<file path="src/rtl/multicycle_ctrl_if.sv">
// multicycle_ctrl_if: instruction fields and ALU flags into the multicycle
// controller, datapath enables/selects and debug state out of it.
interface multicycle_ctrl_if #(parameter int STATE_W = 4);
    logic [3:0]         Cond;
    logic [1:0]         Op;
    logic [5:0]         Funct;
    logic [3:0]         Rd;
    logic [3:0]         ALUFlags;
    logic               PCWrite;
    logic               IRWrite;
    logic               RegWrite;
    logic               MemWrite;
    logic               AdrSrc;
    logic               ALUSrcA;
    logic [1:0]         ALUSrcB;
    logic [1:0]         ResultSrc;
    logic [1:0]         ALUControl;
    logic [1:0]         ImmSrc;
    logic [1:0]         RegSrc;
    logic [3:0]         Flags;
    logic [STATE_W-1:0] State;
    modport master (
        input  Cond, Op, Funct, Rd, ALUFlags,
        output PCWrite, IRWrite, RegWrite, MemWrite, AdrSrc, ALUSrcA, ALUSrcB,
               ResultSrc, ALUControl, ImmSrc, RegSrc, Flags, State
    );
    modport slave (
        output Cond, Op, Funct, Rd, ALUFlags,
        input  PCWrite, IRWrite, RegWrite, MemWrite, AdrSrc, ALUSrcA, ALUSrcB,
               ResultSrc, ALUControl, ImmSrc, RegSrc, Flags, State
    );
endinterface

</file>
<file path="src/rtl/multicycle_ctrl.sv">
// multicycle_ctrl: Moore sequencer, ALU decode, NZCV register and conditional
// write gating for the multicycle ARM datapath.
module multicycle_ctrl #(
    parameter int STATE_W = 4
) (
    input logic CLK,
    input logic RESET,
    multicycle_ctrl_if.master bus
);
    typedef enum logic [STATE_W-1:0] {
        FETCH, DECODE, MEMADR, MEMRD, MEMWB, MEMWR, EXECR, EXECI, ALUWB, BRANCH
    } state_t;
    state_t      state, state_n;
    logic [3:0]  flags;
    logic        cond_ex_l, cond_ex;
    logic [15:0] cond_tbl;
    logic        n, z, c, v;
    logic        next_pc, branch, regw, memw, alu_op;
    logic [3:0]  cmd;
    logic        known, cmp, arith, s_eff, no_write, pc_src;
    logic [1:0]  alu_ctl, flag_w;
    assign {n, z, c, v} = flags;
    always_comb begin
        cond_tbl = {1'b0, 1'b1, z | (n ^ v), !z & (n ~^ v), n ^ v, n ~^ v, z | !c, !z & c,
                    !v, v, !n, n, !c, c, !z, z};
        cond_ex  = cond_tbl[bus.Cond];
    end
    always_ff @(posedge CLK or posedge RESET) begin
        if (RESET) begin
            state     <= FETCH;
            flags     <= 4'b0000;
            cond_ex_l <= 1'b0;
        end else begin
            state <= state_n;
            if (state == DECODE) cond_ex_l <= cond_ex;
            if (flag_w[1] && cond_ex_l) flags[3:2] <= bus.ALUFlags[3:2];
            if (flag_w[0] && cond_ex_l) flags[1:0] <= bus.ALUFlags[1:0];
        end
    end
    always_comb begin
        state_n = FETCH;
        case (state)
            FETCH:        state_n = DECODE;
            DECODE:       state_n = bus.Op == 2'b00 ? (bus.Funct[5] ? EXECI : EXECR) :
                                    bus.Op == 2'b01 ? MEMADR :
                                    bus.Op == 2'b10 ? BRANCH : FETCH;
            MEMADR:       state_n = bus.Funct[0] ? MEMRD : MEMWR;
            MEMRD:        state_n = MEMWB;
            EXECR, EXECI: state_n = ALUWB;
            default:      state_n = FETCH;
        endcase
    end
    always_comb begin
        next_pc       = state == FETCH;
        branch        = state == BRANCH;
        regw          = state == MEMWB || state == ALUWB;
        memw          = state == MEMWR;
        alu_op        = state == EXECR || state == EXECI;
        bus.IRWrite   = state == FETCH;
        bus.AdrSrc    = state == MEMRD || state == MEMWR;
        bus.ALUSrcA   = state == FETCH || state == DECODE;
        bus.ALUSrcB   = (state == FETCH || state == DECODE) ? 2'b10 :
                        (state == MEMADR || state == EXECI || state == BRANCH) ? 2'b01 : 2'b00;
        bus.ResultSrc = (state == FETCH || state == DECODE || state == BRANCH) ? 2'b10 :
                        state == MEMWB ? 2'b01 : 2'b00;
    end
    always_comb begin
        cmd     = bus.Funct[4:1];
        known   = cmd inside {4'b0100, 4'b0010, 4'b0000, 4'b1100};
        cmp     = cmd inside {4'b1010, 4'b1011};
        arith   = cmd inside {4'b0100, 4'b0010, 4'b1010, 4'b1011};
        s_eff   = bus.Funct[0] | cmp;
        alu_ctl = (cmd == 4'b0010 || cmd == 4'b1010) ? 2'b01 :
                  cmd == 4'b0000 ? 2'b10 : cmd == 4'b1100 ? 2'b11 : 2'b00;
        flag_w  = (alu_op && (known || cmp)) ? {s_eff, s_eff & arith} : 2'b00;
        // Writeback suppression is also needed in ALUWB, where ALUOp is already low
        no_write = (alu_op || state == ALUWB) && !known;
    end
    always_comb begin
        pc_src         = (branch || (regw && bus.Rd == 4'hF)) && cond_ex_l;
        bus.PCWrite    = next_pc || pc_src;
        bus.RegWrite   = regw && cond_ex_l && !no_write && bus.Rd != 4'hF;
        bus.MemWrite   = memw && cond_ex_l;
        bus.ALUControl = alu_op ? alu_ctl : 2'b00;
        bus.ImmSrc     = bus.Op;
        bus.RegSrc     = {bus.Op == 2'b01, bus.Op == 2'b10};
        bus.Flags      = flags;
        bus.State      = state;
    end
endmodule
</file>
<file path="src/flat_wrapper.sv">
// flat-port wrapper written by rule: the top's interface ports become plain ports
module multicycle_ctrl_flat 
#(
    parameter int STATE_W = 4
)
  (CLK, RESET, bus_Cond, bus_Op, bus_Funct, bus_Rd, bus_ALUFlags, bus_PCWrite, bus_IRWrite, bus_RegWrite, bus_MemWrite, bus_AdrSrc, bus_ALUSrcA, bus_ALUSrcB, bus_ResultSrc, bus_ALUControl, bus_ImmSrc, bus_RegSrc, bus_Flags, bus_State);
  multicycle_ctrl_if #(.STATE_W(STATE_W)) bus_i ();
  input logic CLK;
  input logic RESET;
  input wire logic [$bits(bus_i.Cond)-1:0] bus_Cond;
  input wire logic [$bits(bus_i.Op)-1:0] bus_Op;
  input wire logic [$bits(bus_i.Funct)-1:0] bus_Funct;
  input wire logic [$bits(bus_i.Rd)-1:0] bus_Rd;
  input wire logic [$bits(bus_i.ALUFlags)-1:0] bus_ALUFlags;
  output wire logic [$bits(bus_i.PCWrite)-1:0] bus_PCWrite;
  output wire logic [$bits(bus_i.IRWrite)-1:0] bus_IRWrite;
  output wire logic [$bits(bus_i.RegWrite)-1:0] bus_RegWrite;
  output wire logic [$bits(bus_i.MemWrite)-1:0] bus_MemWrite;
  output wire logic [$bits(bus_i.AdrSrc)-1:0] bus_AdrSrc;
  output wire logic [$bits(bus_i.ALUSrcA)-1:0] bus_ALUSrcA;
  output wire logic [$bits(bus_i.ALUSrcB)-1:0] bus_ALUSrcB;
  output wire logic [$bits(bus_i.ResultSrc)-1:0] bus_ResultSrc;
  output wire logic [$bits(bus_i.ALUControl)-1:0] bus_ALUControl;
  output wire logic [$bits(bus_i.ImmSrc)-1:0] bus_ImmSrc;
  output wire logic [$bits(bus_i.RegSrc)-1:0] bus_RegSrc;
  output wire logic [$bits(bus_i.Flags)-1:0] bus_Flags;
  output wire logic [$bits(bus_i.State)-1:0] bus_State;
  assign bus_i.Cond = bus_Cond;
  assign bus_i.Op = bus_Op;
  assign bus_i.Funct = bus_Funct;
  assign bus_i.Rd = bus_Rd;
  assign bus_i.ALUFlags = bus_ALUFlags;
  assign bus_PCWrite = bus_i.PCWrite;
  assign bus_IRWrite = bus_i.IRWrite;
  assign bus_RegWrite = bus_i.RegWrite;
  assign bus_MemWrite = bus_i.MemWrite;
  assign bus_AdrSrc = bus_i.AdrSrc;
  assign bus_ALUSrcA = bus_i.ALUSrcA;
  assign bus_ALUSrcB = bus_i.ALUSrcB;
  assign bus_ResultSrc = bus_i.ResultSrc;
  assign bus_ALUControl = bus_i.ALUControl;
  assign bus_ImmSrc = bus_i.ImmSrc;
  assign bus_RegSrc = bus_i.RegSrc;
  assign bus_Flags = bus_i.Flags;
  assign bus_State = bus_i.State;
  multicycle_ctrl #(.STATE_W(STATE_W)) u_core (.CLK(CLK), .RESET(RESET), .bus(bus_i));
endmodule
</file>
<file path="config.mk">
export PLATFORM = sky130hd
export DESIGN_NAME = multicycle_ctrl_flat
export DESIGN_NICKNAME = d
export VERILOG_FILES = /design/src/rtl/multicycle_ctrl_if.sv /design/src/rtl/multicycle_ctrl.sv /design/src/flat_wrapper.sv
export SDC_FILE = /design/constraint.sdc
export NUM_CORES = 1
export LEC_CHECK = 0
export ABC_CLOCK_PERIOD_IN_PS = 2090
export CORE_MARGIN = 3
export CORE_UTILIZATION = 39
export DETAILED_ROUTE_END_ITERATION = 6
export GPL_TIMING_DRIVEN = 0
export MAX_ROUTING_LAYER = met4
export PLACE_DENSITY = 0.84
export SYNTH_ARGS = -nofsm -noshare
export SYNTH_HDL_FRONTEND = slang
export SYNTH_SLANG_ARGS = --single-unit
export TNS_END_PERCENT = 1
</file>
<file path="constraint.sdc">
create_clock -name CLK -period 2.09 [get_ports CLK]
set_input_delay 0.5225 -clock CLK [delete_from_list [all_inputs] [get_ports CLK]]
set_output_delay 0.5225 -clock CLK [all_outputs]
set_load 0.1 [all_outputs]
</file>
### After elaboration in Yosys (flattened, before gate mapping)

Cells that the tools add are included.

* bits of input ports: 22
* word-level logic and storage cells: 83
* output and inout port bits: 24
* flip-flop bits (word level): 9

* multiplexer cells: 17
* equal/unequal tests: 18
* bitwise gates (word level): 8
* reductions and logical operators: 35
* $lt $le $gt $ge: 1

Operators by type and width (number)
* $eq A4 B4 Y1 const B: 6
* $eq A4 B3 Y1 const B: 5
* $pmux W4 S5: 1
* $mux W2: 7
* $eq A4 B2 Y1 const B: 3
* $logic_or A1 B1 Y1: 12
* $mux W4: 3
* $logic_and A1 B1 Y1: 10
* $logic_not A4 Y1: 2
* $reduce_bool A4 Y1: 2
* $logic_not A1 Y1: 6
* $lt A4 B5 Y1 const B: 1
* $bmux W1 S4: 1
* $eq A4 B1 Y1 const B: 1
* $mux W1: 4
* $ne A4 B4 Y1 const B: 1
* $and A1 B1 Y1: 3
* $mux W3: 1
* $or A1 B1 Y1: 3
* $eq A2 B1 Y1 const B: 1
* $eq A2 B2 Y1 const B: 1
* $logic_not A2 Y1: 1
* $reduce_bool A2 Y1: 1
* $reduce_or A2 Y1: 1
* 2 further kinds: 2

### Longest topological paths before layout

Gate-level depths: netlist of run 1.

* depth after elaboration: 7
* depth in mapped cells: 6
* mapped depth without buffers: 5

### Worst setup path after synthesis of run 1

No wires, ideal clock.

* path kind: register to output
* from: reg u_core.state[2], in the netlist u_core.bus.State[2]
* to: out bus_ALUControl[1]
* data required time: 1.567 ns
* stages on the path, launching flop included: 5
* setup slack: -2.775 ns
* arrival: 4.342 ns
* cell sequence: dfrtp_1 buf_4 nor2b_4 nand2_1 nor4_1

* longest elaborated chain between the ends: 3
* elaborated cells between the ends (all ways): 4

Ends and longest elaborated chain
* start: declaration: RTL line multicycle_ctrl.sv:13 `state_t state, state_n;`
* start signal: assignment: RTL line multicycle_ctrl.sv:34 `state <= state_n;`
* $eq A4 B3 Y1: RTL line multicycle_ctrl.sv:58 `alu_op = state == EXECR || state == EXECI;`
* $logic_or A1 B1 Y1 *: RTL line multicycle_ctrl.sv:58
* $mux W2 *: RTL line multicycle_ctrl.sv:84 `bus.ALUControl = alu_op ? alu_ctl : 2'b00;`
* end: declaration: RTL line flat_wrapper.sv:23 `output wire logic [$bits(bus_i.ALUControl)-1:0] bus_ALUControl;`

Mark *: on every way between the ends. The rest lies on a longest branch, timed or not.

### Final worst setup path of run 1

* from: reg u_core.state[3], in the netlist u_core.bus.State[3]
* to: out bus_RegWrite

* longest elaborated chain between the ends: 7
* elaborated cells between the ends (all ways): 12

Ends and longest elaborated chain
* $eq A4 B3 Y1: RTL line multicycle_ctrl.sv:58
* $logic_or A1 B1 Y1: RTL line multicycle_ctrl.sv:58
* $logic_or A1 B1 Y1: RTL line multicycle_ctrl.sv:77 `no_write = (alu_op || state == ALUWB) && !known;`
* $logic_and A1 B1 Y1: RTL line multicycle_ctrl.sv:77
* $logic_not A1 Y1: RTL line multicycle_ctrl.sv:82 `bus.RegWrite = regw && cond_ex_l && !no_write && bus.Rd != 4'hF;`
* $logic_and A1 B1 Y1 * (2 in a row): RTL line multicycle_ctrl.sv:82
* end: declaration: RTL line flat_wrapper.sv:17 `output wire logic [$bits(bus_i.RegWrite)-1:0] bus_RegWrite;`

Marks and branches as above.

==> results of run 1 <==
[critical path, stage by stage, from the launching register on]
cell and delay (ns):
dfrtp_4 0.51, buf_12 0.15, nor2b_4 0.18, o211ai_1 0.17, nor3_4 0.24, buf_12 0.20
[metrics by stage]
step	setup slack [ns]	instance area [µm²]
final	-0.152	1540
after global routing	-0.217	1540
after CTS	-0.183	1450
after detailed placement	-1.19	1380
after global placement	-1.16	1380
after floorplan	-0.623	893
[Yosys cell counts, types with 3 or more instances]
master    number  area, µm²
buf_4          4       30.0
nor2b_1        4       25.0
nand3_1        3       15.0
nor3_1         5       25.0
dfrtp_1        9        225
mux2_2         4       45.0
a21boi_0       3       22.5
nor2_1         7       26.3
inv_1          4       15.0
nand2_1        8       30.0
a21oi_1        4       20.0
[final timing paths]
check	to	slack, ns	from	depth (start not counted)
min reg2reg	u_core.bus.Flags[2]	0.58	u_core.bus.Flags[2]	1
max in group asynchronous	u_core.bus.State[1]	1.30	RESET	2
min in group CLK	u_core.bus.Flags[2]	0.58	u_core.bus.Flags[2]	1
max	bus_RegWrite	-0.15	u_core.bus.State[3]	5
max reg2reg	u_core.bus.Flags[3]	0.33	u_core.bus.State[3]	6
min	u_core.bus.Flags[3]	0.50	RESET	2
[cell families after synthesis]
kind of cell,count (synthesis),share of synthesized area
xor+xnor,4,0.0463
compound gates,20,0.200
buf+inv,10,0.0727
simple gates,39,0.281
flops,9,0.298
mux,6,0.102
[cell type report]
class	count	area (µm²)
clock inverters	1	5.00
multi-input cells	69	641
well taps	25	31.3
repair buffers	48	522
inverters	4	15.0
plain buffers	6	68.8
fillers	95	240
clock buffers	3	22.5
flip-flops and latches	9	238
[flip-flops by register name, indices dropped and copies added (netlist names)]
register,cells
u_core.bus.Flags,4
u_core.bus.State,4
u_core.cond_ex_l,1
[repair_timing]
action / 4_1_cts / 5_1_grt
pin swaps: 2 / 8
hold endpoints to repair: 0 / 0
setup endpoints to repair: 24 / 19
cloned: 0 / 0
buffers inserted: 0 / 3
hold buffers: 0 / 0
resized for setup: 134 / 22
[layer usage]
| metal | up-vias | wire, µm |
|---|---|---|
| met2 | 44 | 1420 |
| li1 | 418 | - |
| met5 | - | 0 |
| met3 | 2 | 190 |
| met1 | 415 | 1060 |
| met4 | 0 | 25 |
==> impl_results.md, run 1 <==
* Outcome: finished, violations left
* Failing checks: negative setup slack
* DRC at 0
* CTS tree: done
* Crit start category: register
* IO Port Bufs at between 40 and 50
* CP Capture Type: output pin
* Syn. warnings at 0
* Syn nets at 110
* Antenna-violating nets left at 0
* Min setup slack post-route at -0.152 ns
* Post-synth EDFFs at 0
* Post-Place Cells at between 150 and 200
* Commonest non-fill, non-tap cell in the layout: clkdlybuf4s50_1
* Initial antenna violation count at 0
* IO Count at between 40 and 50
* Util after Layout at 0.865
* Slew @ Worst Pin at 0.970 ns
* Crit path time final at about 2.2 ns
* Routed WL per cell at about 16 µm
* Final #Nets at approximately 160
* Commonest cells after routing, fill and taps aside: clkdlybuf4s50_1 (13), buf_4 (11), nand2_1 (7)
* Critical Path RT at 1.57 ns
* Die X at between 50 and 60 µm
* DR vias at approximately 880
* Gpl congestion at roughly 0.8
* Arr. time, crit path at roughly 1.7 ns
* Grt peak-use layer: met2
* Register area share after synthesis at 0.298
* Critical path class: reg2out
* Setup-failing EPs final at 7
* Die area at roughly 0.0025 mm²
* Vias in the first global route at about 840
* Pin count of the biggest net entering global routing at 11
* Height of the die at 50.1 µm
* DP HPWL at between 1500 and 2000 µm
* Total negative slack at -0.627 ns
* Worst-Skew Late Latency at 0.27 ns
* WHS at between 0.5 and 0.6 ns
* Vias per cell at 5.33
* Mapped Cells at 88
* Diode count at 0
* Synth Cell Area at around 760 µm²
* Initial core utilization at 0.425
* Top FF cell, synth: dfrtp_1
* RSZ-0062 raised after global routing: yes
* Clock Skew at 0.0109 ns
* Met2 Resource Use GR at 0.346
* Max Freq at between 0.4 and 0.5 GHz
* Syn avg cell area at 8.60 µm²
* Tot GR Track Use at 0.195
* Slew Limit Fails at 0
* Routing usage on met3 at 0.0332
* Area Growth Syn to Fin at 104%
* Clock sink count at 9
* Yosys reg bits at 9
* Cell Count, Final, Fillers Out at ~170
* Final Hold Fails at 0
* Num CTS Buffers at 3
* CP max FO at 7
* H-tree levels at 1
* Rel. slew slack at 0.356
* Root Buffer: clkbuf_4
* Gr ovfl total at 0
* Worst-path clk slew at 0.08 ns
* Ratio of cells with drive above 1 in the final layout at 0.471
* First-pass GRT wire length at between 3000 and 4000 µm
* DR pass1 iterations at 5
* Async S/R FF share, synth at 1.00
* HP Class: in2async
* FP Rows at 15
* Final WL at approximately 2700 µm
* Clk buf depth at 2
* Maxcap violations at 0
* Period utilization at 1.07
* M1 GR Usage at 0.217
* Core footprint at around 0.0018 mm²
* Netlist cell types at 36
* DR iter-0 viols at 10
Power of run 1 is left out: the tool's default activity adds up to more than one toggle a clock period on the data nets, which glitch-free logic cannot reach.
==> run 2, diff against run 1 <==
--- a/config.mk
+++ b/config.mk
@@ -15,4 +15,4 @@
 export SYNTH_ARGS = -nofsm -noshare
 export SYNTH_HDL_FRONTEND = slang
 export SYNTH_SLANG_ARGS = --single-unit
-export TNS_END_PERCENT = 1
+export TNS_END_PERCENT = 30
==> impl_results.md, run 2 (same netlist as run 1, synthesis figures left out) <==
* Outcome: finished, violations left
* Failing checks: negative setup slack
* CTS tree: done
* Area Growth Syn to Fin at 122%
* Pin count of the biggest net entering global routing at 11 (unchanged)
* Initial core utilization at 0.425 (unchanged)
* Height of the die at 50.1 µm (unchanged)
* Ratio of cells with drive above 1 in the final layout at 0.537 (+0.0655)
* Setup-failing EPs final at 11 (+4)
* Root Buffer: clkbuf_4
* Diode count at 0 (unchanged)
* Num CTS Buffers at 3 (unchanged)
* Routing usage on met3 at 0.0272 (-0.00604)
* Die area at 0.00251 mm² (unchanged)
* Critical path class: reg2out
* Worst-Skew Late Latency at 0.28 ns (about the same)
* DR vias at 1058 (+20%)
* Crit-path cells: buf_12 -> nor2b_4 -> o211ai_1 -> nor3_4 -> buf_12
* Period utilization at 1.07 (-0.00465)
* Rel. slew slack at 0.359 (+0.00275)
* Routed WL per cell at 22.6 µm (+39%)
* Crit path time final at 2.23 ns (-0.00973 ns)
* Initial antenna violation count at 0 (unchanged)
* H-tree levels at 1 (unchanged)
* Buffers and inverters on the worst path at 2 (unchanged)
* Crit start category: register
* Antenna-violating nets left at 0 (unchanged)
* CP max FO at 6 (-1)
* IO Port Bufs at 45 (unchanged)
* Filler cells at 44 (-54%)
* Critical Path RT at 1.57 ns (about the same)
* Commonest cells after routing, fill and taps aside: buf_4 (15), clkdlybuf4s50_1 (13), buf_12 (12)
* Clk buf depth at 2 (unchanged)
* Cts hold-fix bufs at 0 (unchanged)
* Max Freq at 0.448 GHz (+0.44%)
* DR iter-0 viols at 59 (+49)
* Final #Nets at 172 (+5.5%)
* Most Frequent Cell on Critical Path: buf_12
* DRC at 0 (unchanged)
* Multi-input logic area at 646 µm² (+0.78%)
* HP Class: in2async
* Clock sink count at 9 (unchanged)
* Commonest non-fill, non-tap cell in the layout: buf_4
* FP Rows at 15 (unchanged)
* Gr ovfl total at 0 (unchanged)
* Slowest stage cell, crit path: dfrtp_4
* Worst-path clk slew at 0.07 ns (about the same)
* Slew Limit Fails at 0 (unchanged)
* FF+latch area at 238 µm² (unchanged)
* Min setup slack post-route at -0.142 ns (+0.00973 ns)
* Vias per cell at 6.08 (+14%)
* Clock Skew at 0.00267 ns (-0.00823 ns)
* Crit path largest cell delay at 0.50 ns (about the same)
* Met2 Resource Use GR at 0.413 (+0.0674)
* Final Hold Fails at 0 (unchanged)
* Die X at 50.1 µm (unchanged)
* First-pass GRT wire length at 4340 µm (+17%)
* Gpl congestion at 0.770 (-2.5%)
* RSZ-0062 raised after global routing: yes
* Vias in the first global route at 948 (+14%)
* CP Capture Type: output pin
* CP top delay family: flip-flops
* Arr. time, crit path at 1.71 ns (about the same)
* M1 GR Usage at 0.266 (+0.0492)
* DP HPWL at 1820 µm (+2.7%)
* Util after Layout at 0.941 (+0.0758)
* DR pass1 iterations at 4 (-1)
* Total negative slack at -0.561 ns (+0.0662 ns)
* Grt peak-use layer: met2
* Tot GR Track Use at 0.233 (+0.0378)
* Core footprint at 0.00178 mm² (unchanged)
* Slew @ Worst Pin at 0.965 ns (-0.00421 ns)
* IO Count at 46 (unchanged)
* Final WL at 3940 µm (+46%)
* Maxcap violations at 0 (unchanged)
[run 2: through the flow]
step | instance area [µm²] | hold slack (ns) | worst slack, ns | instances
floorplan | 913 | 0.350 | -0.620 | 88
global placement | 1400 | 0.561 | -1.16 | 158
detailed placement | 1400 | 0.559 | -1.19 | 158
CTS | 1540 | 0.531 | -0.262 | 167
global route | 1680 | 0.554 | -0.197 | 174
finish | 1680 | 0.537 | -0.142 | 174
[run 2: timing repair]
item | CTS | global route
setup endpoints to repair | 24 | 14
resized for setup | 133 | 35
buffers inserted | 5 | 7
pin swaps | 4 | 7
[run 2: worst paths after layout]
check	from	endpoint	slack [ns]	depth (start not counted)
setup / recovery	u_core.bus.State[3]	bus_RegWrite	-0.14	5
hold / removal	RESET	u_core.bus.State[2]	0.54	2
setup reg to reg	u_core.bus.State[3]	u_core.bus.Flags[2]	0.16	7
hold reg to reg	u_core.bus.Flags[1]	u_core.bus.Flags[1]	0.59	1
max in group asynchronous	RESET	u_core.bus.State[3]	1.24	2
min in group CLK	u_core.bus.Flags[1]	u_core.bus.Flags[1]	0.59	1
[run 2: worst reg2reg max path: stages, from the launching register on]
cell,delay (ns)
dfrtp_4,0.50
buf_12,0.15
nor2b_4,0.19
buf_4,0.15
buf_4,0.10
nand3_1,0.14
a21oi_2,0.23
mux2_2,0.36
[run 2: final cells by class]
type                       instances  area share
tap                               25      0.0186
buffer                             6      0.0485
timing repair buffer              57       0.380
clock buffer                       4      0.0157
multi-input combinational         69       0.385
sequential                         9       0.142
inverter                           4      0.0112
[run 2: layer usage]
metal	up-vias	wire (µm)
li1	429	-
met2	91	1940
met4	0	140
met3	18	350
met1	520	1510
met5	-	0
Power of run 2 is left out for the same reason.
==> patch (config.mk and constraints of run 2) <==
Make the reset (`RESET`) synchronous in one clocked block.
--- a/src/rtl/multicycle_ctrl.sv
+++ b/src/rtl/multicycle_ctrl.sv
@@ -25,7 +25,7 @@
                     !v, v, !n, n, !c, c, !z, z};
         cond_ex  = cond_tbl[bus.Cond];
     end
-    always_ff @(posedge CLK or posedge RESET) begin
+    always_ff @(posedge CLK) begin
         if (RESET) begin
             state     <= FETCH;
             flags     <= 4'b0000;
Check against the original RTL: differs if RESET is asserted again (counterexample within 4 cycles, from zero or initial values and one cycle with RESET high); with RESET held inactive, the same outputs for 10 cycles.
==> patch against run 2 <==
Design area decreased by 9.9%; core utilization decreased by 8.4 points; wire length decreased by 34%; the run still ends with negative setup slack left; critical path depth increased by 1; setup slack improved by 120 ps; synthesized area decreased by 1.8%; cell count unchanged; sequential cell count unchanged; synthesized cell count increased by 14%.
Power is left out: it rests on default switching activity, and per cell area and clock period it moved more than threefold.
==> patch: results <==
set metrics [dict create \
    outcome "finished with violations" \
    violations "negative setup slack" \
    globalplace.congestion 0.862 \
    rrSetupSlack_ps 590 \
    slowest_stage "dlygate4sd2_1" \
    clockBufferDepth 2 \
    clk_pin_slew_worst_paths_ps 60 \
    cp_max_fo 5 \
    crit_start "bus_Funct[4]" \
    synth_edf_count 0 \
    ys_seq_area_frac 0.242 \
    fill_cells 111 \
    ys_types 37 \
    drtIter0Drc 20 \
    use_met1 0.243 \
    initial_utilization 0.421 \
    grt_max_degree 11 \
    crit_arrival_ps 1590 \
    antenna_found_initial 0 \
    post_cts_resized 121 \
    worst_path_dominant_cell_family "buffers and inverters" \
    wl_met1_mm 1.07 \
    final_cells 174 \
    met2_usage 0.396 \
    grt_pass1_vias 907 \
    place_ws_ps -1220 \
    postCtsSetupBuffers 0 \
    clk_latency_ps 260 \
    track_usage 0.217 \
    worstMarginPinSlew_ps 969 \
    finalSetupViolCount 1 \
    skew_ps 3.08 \
    async_flop_share 0 \
    setup_slack_ps -23.9 \
    routed_wl_mm 2.62 \
    dpl.hpwl_mm 1.91 \
    root_buffer "clkbuf_4" \
    met2WireLength_mm 1.40 \
    reg2reg_to "u_core.bus.Flags[3]" \
    met3_length_um 107 \
    cts_made_buffers 3 \
    syn-num-nets 122 \
    ys_top_cells_by_count "12 x nor2_1, 9 x dfxtp_1, 8 x nor3_1, 7 x nand2_1, 6 x nor2b_1" \
    drtPass1Iterations 4 \
    synth.area.top_cells "dfxtp_1 24%, nor2_1 6.1%, mux2i_1 5.4%" \
    drive_above_1_share 0.376 \
    synth_area_per_cell_um2 7.43 \
    grt_util_met3 0.0332 \
    htreeDepth 1 \
    cpPeakStageDelay_ps 290 \
    r2r_start "u_core.bus.State[3]" \
    highest_layer "met4" \
    grt_pass1_wl_mm 4.05 \
    r2r_cells 5 \
    worstHoldPathType "reg -> reg" \
    drt-vias-per-instance 5.28 \
    endpoint "bus_RegWrite" \
    n_antenna_cell 0 \
]
-- patch: changes by cell type after synthesis, moves of 3 or more --
cell / change
mux2_2: -4
nor3_1: +3
dfrtp_1: -9
dfxtp_1: +9
mux2i_1: +3
nor2_1: +5
a21boi_0: -3
nand2b_1: +3
-- patch: worst min path at each step --
stage	startpoint	to	slack, ps	depth (start not counted)
after CTS	u_core.bus.Flags[1]	u_core.bus.Flags[1]	570	2
final	u_core.bus.Flags[1]	u_core.bus.Flags[1]	560	2
after floorplan	u_core.cond_ex_l	u_core.cond_ex_l	500	2
after detailed placement	u_core.cond_ex_l	u_core.cond_ex_l	540	2
after global routing	u_core.bus.Flags[1]	u_core.bus.Flags[1]	590	2
after global placement	u_core.bus.Flags[1]	u_core.bus.Flags[1]	530	2
-- patch: stage by stage --
stage | setup TNS, ps | util | cell area [um^2] | hold slack [ps]
after floorplan | -1220 | - | 961 | 496
after global placement | -10640 | 0.818 | 1440 | 529
after detailed placement | -10950 | 0.818 | 1440 | 537
after CTS | -0.758 | 0.845 | 1490 | 566
after global routing | -51.5 | 0.857 | 1510 | 588
final | -23.9 | 0.857 | 1510 | 561
-- patch: kinds of logic after synthesis --
| kind of cell | Yosys count | synth area share |
|---|---|---|
| XOR/XNOR | 6 | 0.0707 |
| flip-flops | 9 | 0.242 |
| AO/OA/AOI/OAI | 22 | 0.219 |
| AND/OR/NAND/NOR | 48 | 0.342 |
| buffers and inverters | 11 | 0.0724 |
| multiplexers | 4 | 0.0539 |
-- patch: layout make-up --
type / count / share of cell area
clock buffers: 4 / 0.0174
well taps: 25 / 0.0207
multi-input cells: 80 / 0.444
flip-flops and latches: 9 / 0.129
inverters: 4 / 0.0132
repair buffers: 45 / 0.300
plain buffers: 7 / 0.0762
